[src/rtl/serial_add_sub_pkg.sv]
// Shared types and helpers for the digit-serial add/subtract unit.
// Optional clamp logic in the top is enabled by SERIAL_ADD_SUB_SATURATE_EN.
package serial_add_sub_pkg;

  typedef enum logic [1:0] {
    IDLE = 2'd0,
    RUN  = 2'd1,
    DONE = 2'd2
  } state_t;

  localparam logic OP_ADD = 1'b0;
  localparam logic OP_SUB = 1'b1;

  // Signed extreme of a w-bit two's-complement number, zero-extended to 64 bits.
  function automatic logic [63:0] signed_extreme(input int w, input logic neg);
    logic [63:0] msb;
    msb = 64'd1 << (w - 1);
    return neg ? msb : (msb - 64'd1);
  endfunction

endpackage

[src/rtl/serial_add_sub_chunk_adder.sv]
// Combinational N-bit ripple adder built from per-bit full adders.
module chunk_adder #(
  parameter int N = 2
) (
  input  logic [N-1:0] x,
  input  logic [N-1:0] y,
  input  logic         cin,
  output logic [N-1:0] sum,
  output logic         cout
);

  logic [N:0] c;

  assign c[0] = cin;

  for (genvar i = 0; i < N; i++) begin : g_fa
    assign sum[i]  = x[i] ^ y[i] ^ c[i];
    assign c[i+1]  = (x[i] & y[i]) | (x[i] & c[i]) | (y[i] & c[i]);
  end

  assign cout = c[N];

endmodule

[src/rtl/serial_add_sub.sv]
// Digit-serial two's-complement add/subtract, CHUNK bits per clock, LSB first.
// Define SERIAL_ADD_SUB_SATURATE_EN to clamp overflowing results to the signed extremes.
module serial_add_sub
  import serial_add_sub_pkg::*;
#(
  parameter int W     = 8,
  parameter int CHUNK = 2
) (
  input  logic         clk,
  input  logic         reset,
  input  logic         in_valid,
  output logic         in_ready,
  input  logic [W-1:0] a,
  input  logic [W-1:0] b,
  input  logic         sub,
  output logic         out_valid,
  input  logic         out_ready,
  output logic [W-1:0] s,
  output logic         carry_out,
  output logic         overflow,
  output logic [1:0]   state_dbg
);

  localparam int NCHUNK = W / CHUNK;
  localparam int CW     = (NCHUNK > 1) ? $clog2(NCHUNK) : 1;

  if (W < 2 || CHUNK < 1 || (W % CHUNK) != 0) begin : g_bad_params
    $error("serial_add_sub: W must be >= 2 and an integer multiple of CHUNK");
  end

  // Handshake: a transfer happens on a rising edge where valid and ready are both 1;
  // in_ready is high only in IDLE, out_valid only in DONE, and operands/results are
  // captured/released exactly on those edges.

  state_t         state, state_nx;
  logic [CW-1:0]  cnt;
  logic [W-1:0]   opa, opb, res;
  logic [W-1:0]   opa_nx, opb_nx, res_nx;
  logic           carry;
  logic           sign_a, sign_b;
  logic [CHUNK-1:0] csum;
  logic           cout;
  logic           last;
  logic           ovf_nx;
  logic [W-1:0]   s_fin;

  chunk_adder #(.N(CHUNK)) u_chunk (
    .x    (opa[CHUNK-1:0]),
    .y    (opb[CHUNK-1:0]),
    .cin  (carry),
    .sum  (csum),
    .cout (cout)
  );

  // Operands shift right so the active chunk is always at the bottom;
  // the result fills from the MSB side so the first chunk ends up lowest.
  if (CHUNK < W) begin : g_shift
    assign opa_nx = {{CHUNK{1'b0}}, opa[W-1:CHUNK]};
    assign opb_nx = {{CHUNK{1'b0}}, opb[W-1:CHUNK]};
    assign res_nx = {csum, res[W-1:CHUNK]};
  end else begin : g_single
    assign opa_nx = opa;
    assign opb_nx = opb;
    assign res_nx = csum;
  end

  assign last   = (cnt == CW'(NCHUNK - 1));
  assign ovf_nx = (sign_a == sign_b) && (res_nx[W-1] != sign_a);

`ifdef SERIAL_ADD_SUB_SATURATE_EN
  localparam logic [63:0] SMAX64 = signed_extreme(W, 1'b0);
  localparam logic [63:0] SMIN64 = signed_extreme(W, 1'b1);
  localparam logic [W-1:0] SMAX  = SMAX64[W-1:0];
  localparam logic [W-1:0] SMIN  = SMIN64[W-1:0];
  assign s_fin = ovf_nx ? (sign_a ? SMIN : SMAX) : res_nx;
`else
  assign s_fin = res_nx;
`endif

  always_comb begin
    state_nx = state;
    case (state)
      IDLE:    if (in_valid)  state_nx = RUN;
      RUN:     if (last)      state_nx = DONE;
      DONE:    if (out_ready) state_nx = IDLE;
      default:                state_nx = IDLE;
    endcase
  end

  always_ff @(posedge clk) begin
    if (reset) begin
      state     <= IDLE;
      cnt       <= '0;
      opa       <= '0;
      opb       <= '0;
      res       <= '0;
      carry     <= 1'b0;
      sign_a    <= 1'b0;
      sign_b    <= 1'b0;
      s         <= '0;
      carry_out <= 1'b0;
      overflow  <= 1'b0;
    end else begin
      state <= state_nx;
      case (state)
        IDLE: begin
          if (in_valid) begin
            // Subtraction is A + ~B + 1: invert B here, the +1 rides in as carry-in.
            opa    <= a;
            opb    <= (sub == OP_SUB) ? ~b : b;
            carry  <= sub;
            sign_a <= a[W-1];
            sign_b <= (sub == OP_SUB) ? ~b[W-1] : b[W-1];
            cnt    <= '0;
          end
        end
        RUN: begin
          opa   <= opa_nx;
          opb   <= opb_nx;
          res   <= res_nx;
          carry <= cout;
          cnt   <= cnt + CW'(1);
          if (last) begin
            s         <= s_fin;
            carry_out <= cout;
            overflow  <= ovf_nx;
          end
        end
        default: ;
      endcase
    end
  end

  assign in_ready  = (state == IDLE);
  assign out_valid = (state == DONE);
  assign state_dbg = state;

endmodule

[config.mk]
export PLATFORM = sky130hd
export DESIGN_NAME = serial_add_sub
export DESIGN_NICKNAME = d
export VERILOG_FILES = /design/src/rtl/serial_add_sub_pkg.sv /design/src/rtl/serial_add_sub_chunk_adder.sv /design/src/rtl/serial_add_sub.sv
export SDC_FILE = /design/constraint.sdc
export NUM_CORES = 1
export LEC_CHECK = 0
export CORE_AREA = 2 2 74 83
export CTS_CLUSTER_DIAMETER = 40
export DETAILED_ROUTE_END_ITERATION = 8
export DIE_AREA = 0 0 76 85
export HOLD_SLACK_MARGIN = 0.12
export PLACE_DENSITY = 0.63
export SLEW_MARGIN = 10
export SYNTH_ARGS = -nofsm -noshare
export SYNTH_HDL_FRONTEND = slang
export SYNTH_SLANG_ARGS = --single-unit
export TNS_END_PERCENT = 100
[constraint.sdc]
create_clock -name clk -period 2.6 [get_ports clk]
set_input_delay 0.39 -clock clk [delete_from_list [all_inputs] [get_ports clk]]
set_output_delay 0.39 -clock clk [all_outputs]
set_load 0.005 [all_outputs]
### Word-level counts from Yosys, hierarchy flattened

Cells that the tools add are included.

* input bits: 21
* word-level logic and storage cells: 57
* register bits: 41

* bitwise gates (word level): 16
* reductions and logical operators: 7
* multiplexer cells: 14
* add/sub/neg operators: 1
* eq/ne operators: 8

Operators by type and width (count)
* $pmux W8 S2: 2
* $mux W8: 3
* $mux W2: 4
* $not A8 Y8: 1
* $and A1 B1 Y1: 6
* $pmux W2 S3: 1
* $reduce_and A2 Y1: 3
* $eq A2 B2 Y1 const B: 2
* $ne A2 B2 Y1 const B: 2
* $or A1 B1 Y1: 4
* $pmux W2 S2: 1
* $xor A1 B1 Y1: 4
* $reduce_and A3 Y1: 1
* $add A2 B1 Y2 const B: 1
* $eq A2 B1 Y1 const B: 1
* $logic_not A2 Y1: 1
* $mux W1: 2
* $ne A2 B1 Y1 const B: 1
* $pmux W1 S2: 1
* $reduce_bool A2 Y1: 1
* $eq A1 B1 Y1: 1
* $logic_and A1 B1 Y1: 1
* $ne A1 B1 Y1: 1
* $not A1 Y1: 1

### Longest topological paths before layout

* depth in word-level cells: 7
* mapped depth: 6
* depth with buffers taken out: 6

### Hierarchy

Synthesis repeated with hierarchy kept, for this count alone.

* cells, all modules: 190
* area, all modules: 1671.6 um2

By module, submodules not included
* serial_add_sub: cells each 180, seq. area each 780.7 um2, times used 1, area an instance 1601.5 um2
* chunk_adder: cells each 10, seq. area each 0.0 um2, times used 1, area an instance 70.1 um2

### Worst setup path before layout

OpenSTA, ideal clock, no wires.

* kind: reg2reg
* start point: register opa[0]
* end point: register overflow
* data arrival time: 1800 ps
* stages on the path, launching flop included: 6
* required time: 2509 ps
* slack: 710 ps
* library setup time: 91 ps
* path buffers: 0
* path through: dfxtp_1 inv_1 fa_1 fa_1 or3_1 a311oi_1

* word-level cells in the longest chain between the ends: 6
* elaborated cells between the ends (all ways): 7

RTL lines
* start: declaration: line serial_add_sub.sv:37 `logic [W-1:0] opa, opb, res;`
* start signal: assignment: line serial_add_sub.sv:118 `opa <= opa_nx;`
* $and A1 B1 Y1: line serial_add_sub_chunk_adder.sv:18 `assign c[i+1] = (x[i] & y[i]) | (x[i] & c[i]) | (y[i] & c[i]);`
* $or A1 B1 Y1 * (2 in a row): line serial_add_sub_chunk_adder.sv:18
* $xor A1 B1 Y1 *: line serial_add_sub_chunk_adder.sv:17 `assign sum[i] = x[i] ^ y[i] ^ c[i];`
* $ne A1 B1 Y1 *: line serial_add_sub.sv:68 `assign ovf_nx = (sign_a == sign_b) && (res_nx[W-1] != sign_a);`
* $logic_and A1 B1 Y1 *: line serial_add_sub.sv:68
* end signal: assignment: line serial_add_sub.sv:126 `overflow <= ovf_nx;`
* end: declaration: line serial_add_sub.sv:20 `output logic overflow,`

Mark *: on every way between the ends. The rest lies on a longest branch, timed or not.
A chain may end at the register's enable or synchronous reset.

### Final worst setup path

* start point: register state[0], in the netlist state_dbg[0]
* end point: output state_dbg[0]

RTL lines
* start: declaration: line serial_add_sub.sv:35 `state_t state, state_nx;`
* start signal: assignment: line serial_add_sub.sv:104 `state <= state_nx;`
* end: declaration: line serial_add_sub.sv:21 `output logic [1:0] state_dbg`

No word-level cell between the ends.

==> run_results.csv <==
group,metric,value,unit
clock_network,insertion_delay,0.30,ns
cells_and_area,area_growth,28.8,%
grt,antenna_found_initial,0,
routing,post-route-drc-count,0,
clock_network,clkTransAtPathRegs,0.08,ns
timing,setup_viol,0,
yosys,mappedNetlistNets,207,
clock_network,cts_resized,0,
clock_network,cts_sinks,39,
floorplanning,die_area,0.00646,mm2
timing,period_minus_slack,2.16,ns
worst_hold_path,min_to,"s[5]",
place,numPortBuffers,34,
setup_path,crit_family,"flip-flops",
worst_hold_path,min_from,"s[5]",
grt,grtUsageTotal,11.3,%
setup_path,critPathCaptureType,"primary output",
clock_network,clk_path_buf_depth,2,
yosys,ys_seq_area_share,47.5,%
setup_path,worstPathMaxFanout,20,
cells_and_area,diodes,0,
yosys,syn_area_per_cell,8.98,um2
timing,fin_setup_tns,0,ns
timing,fin_skew,0.00628,ns
cells_and_area,layout_commonest_cell,"dfxtp_1",
routing,drtAntennaViolNets,0,
place,place_congestion,0.762,
yosys,yosysUniqueCellTypes,32,
worst_hold_path,whs_path_depth,2,
grt,grt_start_max_net_pins,21,
setup_path,crit_buf_inv,1,
pwr,p_leak,0.737,nW
setup_path,worstPathCellList,"clkdlybuf4s50_1",
clock_network,numCtsBuffers,5,
floorplanning,start_util,29.2,%
timing,max_freq,0.462,GHz
setup_path,cp_slowest_cell,"dfxtp_1",
grt,grt_first_pass_wirelength,5820,um
setup_path,max_stage_delay,0.82,ns
floorplanning,coreArea,0.00562,mm2
setup_path,critical_path_class,"register to primary output",
routing,wirelength,3470,um
timing,tightest_slew,0.758,ns
setup_path,cp.arrival,1.77,ns
timing,slew_violations,0,
setup_path,ff2ff_setup_slack,0.64,ns
routing,dr.pass1.iters,4,
timing,rsz0062_at_grt,"no",
timing,finalCritPeriodShare,83.2,%
setup_path,timing.rr.start,"opa[0]",
routing,wl_per_cell,11.9,um
clock_network,tritoncts,"built",
setup_path,required,2.21,ns
timing,finalHoldViolations,0,
routing,num_vias,1299,
setup_path,critPathLaunchType,"register",
routing,vias_per_cell,4.46,
pwr,ir_drop,0.000283,V
worst_hold_path,worstHoldPathType,"register to register",
cells_and_area,layout_common_cells,"dfxtp_1 (39), clkdlybuf4s50_1 (34), nand2_1 (28)",
floorplanning,dieWidth,76,um
place,dp_hpwl,2550,um
timing,slew-limit-headroom,49.4,%
clock_network,clock_tree.root_cell,"clkbuf_8",
cells_and_area,drive_above_1_share,7.94,%
floorplanning,die_y,85,um
clock_network,post_cts_buffers,0,
yosys,syn-instance-count,183,
job,max_cap_violations,0,
cells_and_area,utilization,37.6,%
yosys,synth_area,0.00164,mm2
setup_path,worst-r2r-cell-count,5,
grt,grt_overflow,0,
grt,grt_pass1_vias,1233,
clock_network,hold_buffers,0,
cells_and_area,finalNetCount,237,
floorplanning,pin_count,35,
setup_path,reg2reg_to,"overflow",
yosys,synth-seq-cells,39,
routing,first_iter_violations,35,
pwr,p_per_area,574,mW/mm2
yosys,yosys_warnings,0,
floorplanning,num_rows,29,
clock_network,cts-htree-levels,2,
status,outcome,"complete, no violations",
==> power by group <==
| part | leakage (nW) | total (mW) | switching (mW) | internal [mW] |
|---|---|---|---|---|
| logic | 0.371 | 0.163 | 0.0756 | 0.0873 |
| clock network | 0.0477 | 0.397 | 0.214 | 0.184 |
| registers | 0.319 | 0.655 | 0.0259 | 0.630 |
| total | 0.737 | 1.22 | 0.315 | 0.900 |
==> cells in the mapped netlist (all sizes together) <==
master / n / area [um2]
and3b: 1 / 8.76
mux2i: 7 / 70.1
fa: 2 / 40.0
dfxtp: 39 / 781
a22oi: 1 / 7.51
buf: 9 / 51.3
ha: 1 / 12.5
o21ba: 1 / 10.0
a2111oi: 1 / 8.76
o21a: 1 / 7.51
nand3: 3 / 15.0
clkbuf: 5 / 18.8
xnor2: 7 / 61.3
or4b: 1 / 10.0
or3b: 1 / 8.76
inv: 5 / 18.8
nand3b: 1 / 7.51
nand2: 28 / 105
o21bai: 1 / 7.51
a211oi: 11 / 82.6
nor2b: 2 / 12.5
nor2: 25 / 93.8
nor3b: 1 / 12.5
a21oi: 17 / 85.1
or3: 1 / 6.26
xor2: 1 / 8.76
a221o: 6 / 63.8
o211ai: 1 / 7.51
a311oi: 1 / 8.76
nand2b: 2 / 12.5
==> per-stage QoR <==
| stage | instances | power (mW) | cell area, um2 | hold WS (ns) | worst slack (ns) |
|---|---|---|---|---|---|
| 2_1_floorplan | 183 | 0.772 | 1640 | 0.432 | 0.710 |
| 6_report | 291 | 1.22 | 2120 | 0.456 | 0.436 |
| 3_3_place_gp | 283 | 0.832 | 2030 | 0.444 | 0.677 |
| 5_1_grt | 291 | 1.28 | 2120 | 0.477 | 0.327 |
| 4_1_cts | 291 | 1.23 | 2120 | 0.459 | 0.424 |
| 3_5_place_dp | 283 | 0.835 | 2030 | 0.448 | 0.637 |
==> final cells by class <==
class,count,area [um2]
Timing Repair Buffer,37,363
Tap cell,77,96.3
Fill cell,604,3510
Sequential cell,39,781
Clock buffer,5,68.8
Clock inverter,3,15.0
Inverter,5,18.8
Multi-Input combinational cell,125,774
==> how the worst max path moves through the flow <==
stage | depth (start not counted) | from | to | slack, ns
6_report | 1 | state_dbg[0] | state_dbg[0] | 0.44
5_1_grt | 2 | state_dbg[0] | out_valid | 0.33
4_1_cts | 1 | state_dbg[0] | state_dbg[0] | 0.42
3_5_place_dp | 5 | opa[0] | overflow | 0.64
3_3_place_gp | 5 | opa[0] | overflow | 0.68
2_1_floorplan | 5 | opa[0] | overflow | 0.71
==> state kept, by name, summed over array words and instances, names as in the netlist <==
register,flops
sign_a,1
state_dbg,2
sign_b,1
opb,8
res,6
cnt,2
overflow,1
carry,1
s,8
carry_out,1
opa,8
==> tightest hold or removal path, stage by stage, from the launching register on <==
cell and delay [ns]:
dfxtp_1 0.31, nand2_1 0.05, a21oi_1 0.05
==> cells by family after synthesis <==
group | synth area share, %
AOI/OAI and AO/OA | 17.6
xor gates and xnor gates | 4.26
adders and majority gates | 3.20
buffers and inverters | 5.40
DFF | 47.5
muxes | 4.26
and+or+nand+nor | 17.8
==> routing by layer <==
layer / vias to the layer above / GRT usage [%] / part of all wire, %
met2: 27 / 18.3 / 48
met4: 0 / 3.97 / 1.0
met5: - / 0 / 0
met3: 4 / 3.72 / 4.7
met1: 585 / 14.3 / 47
li1: 683 / - / -
(Power assumes the default switching activity.)
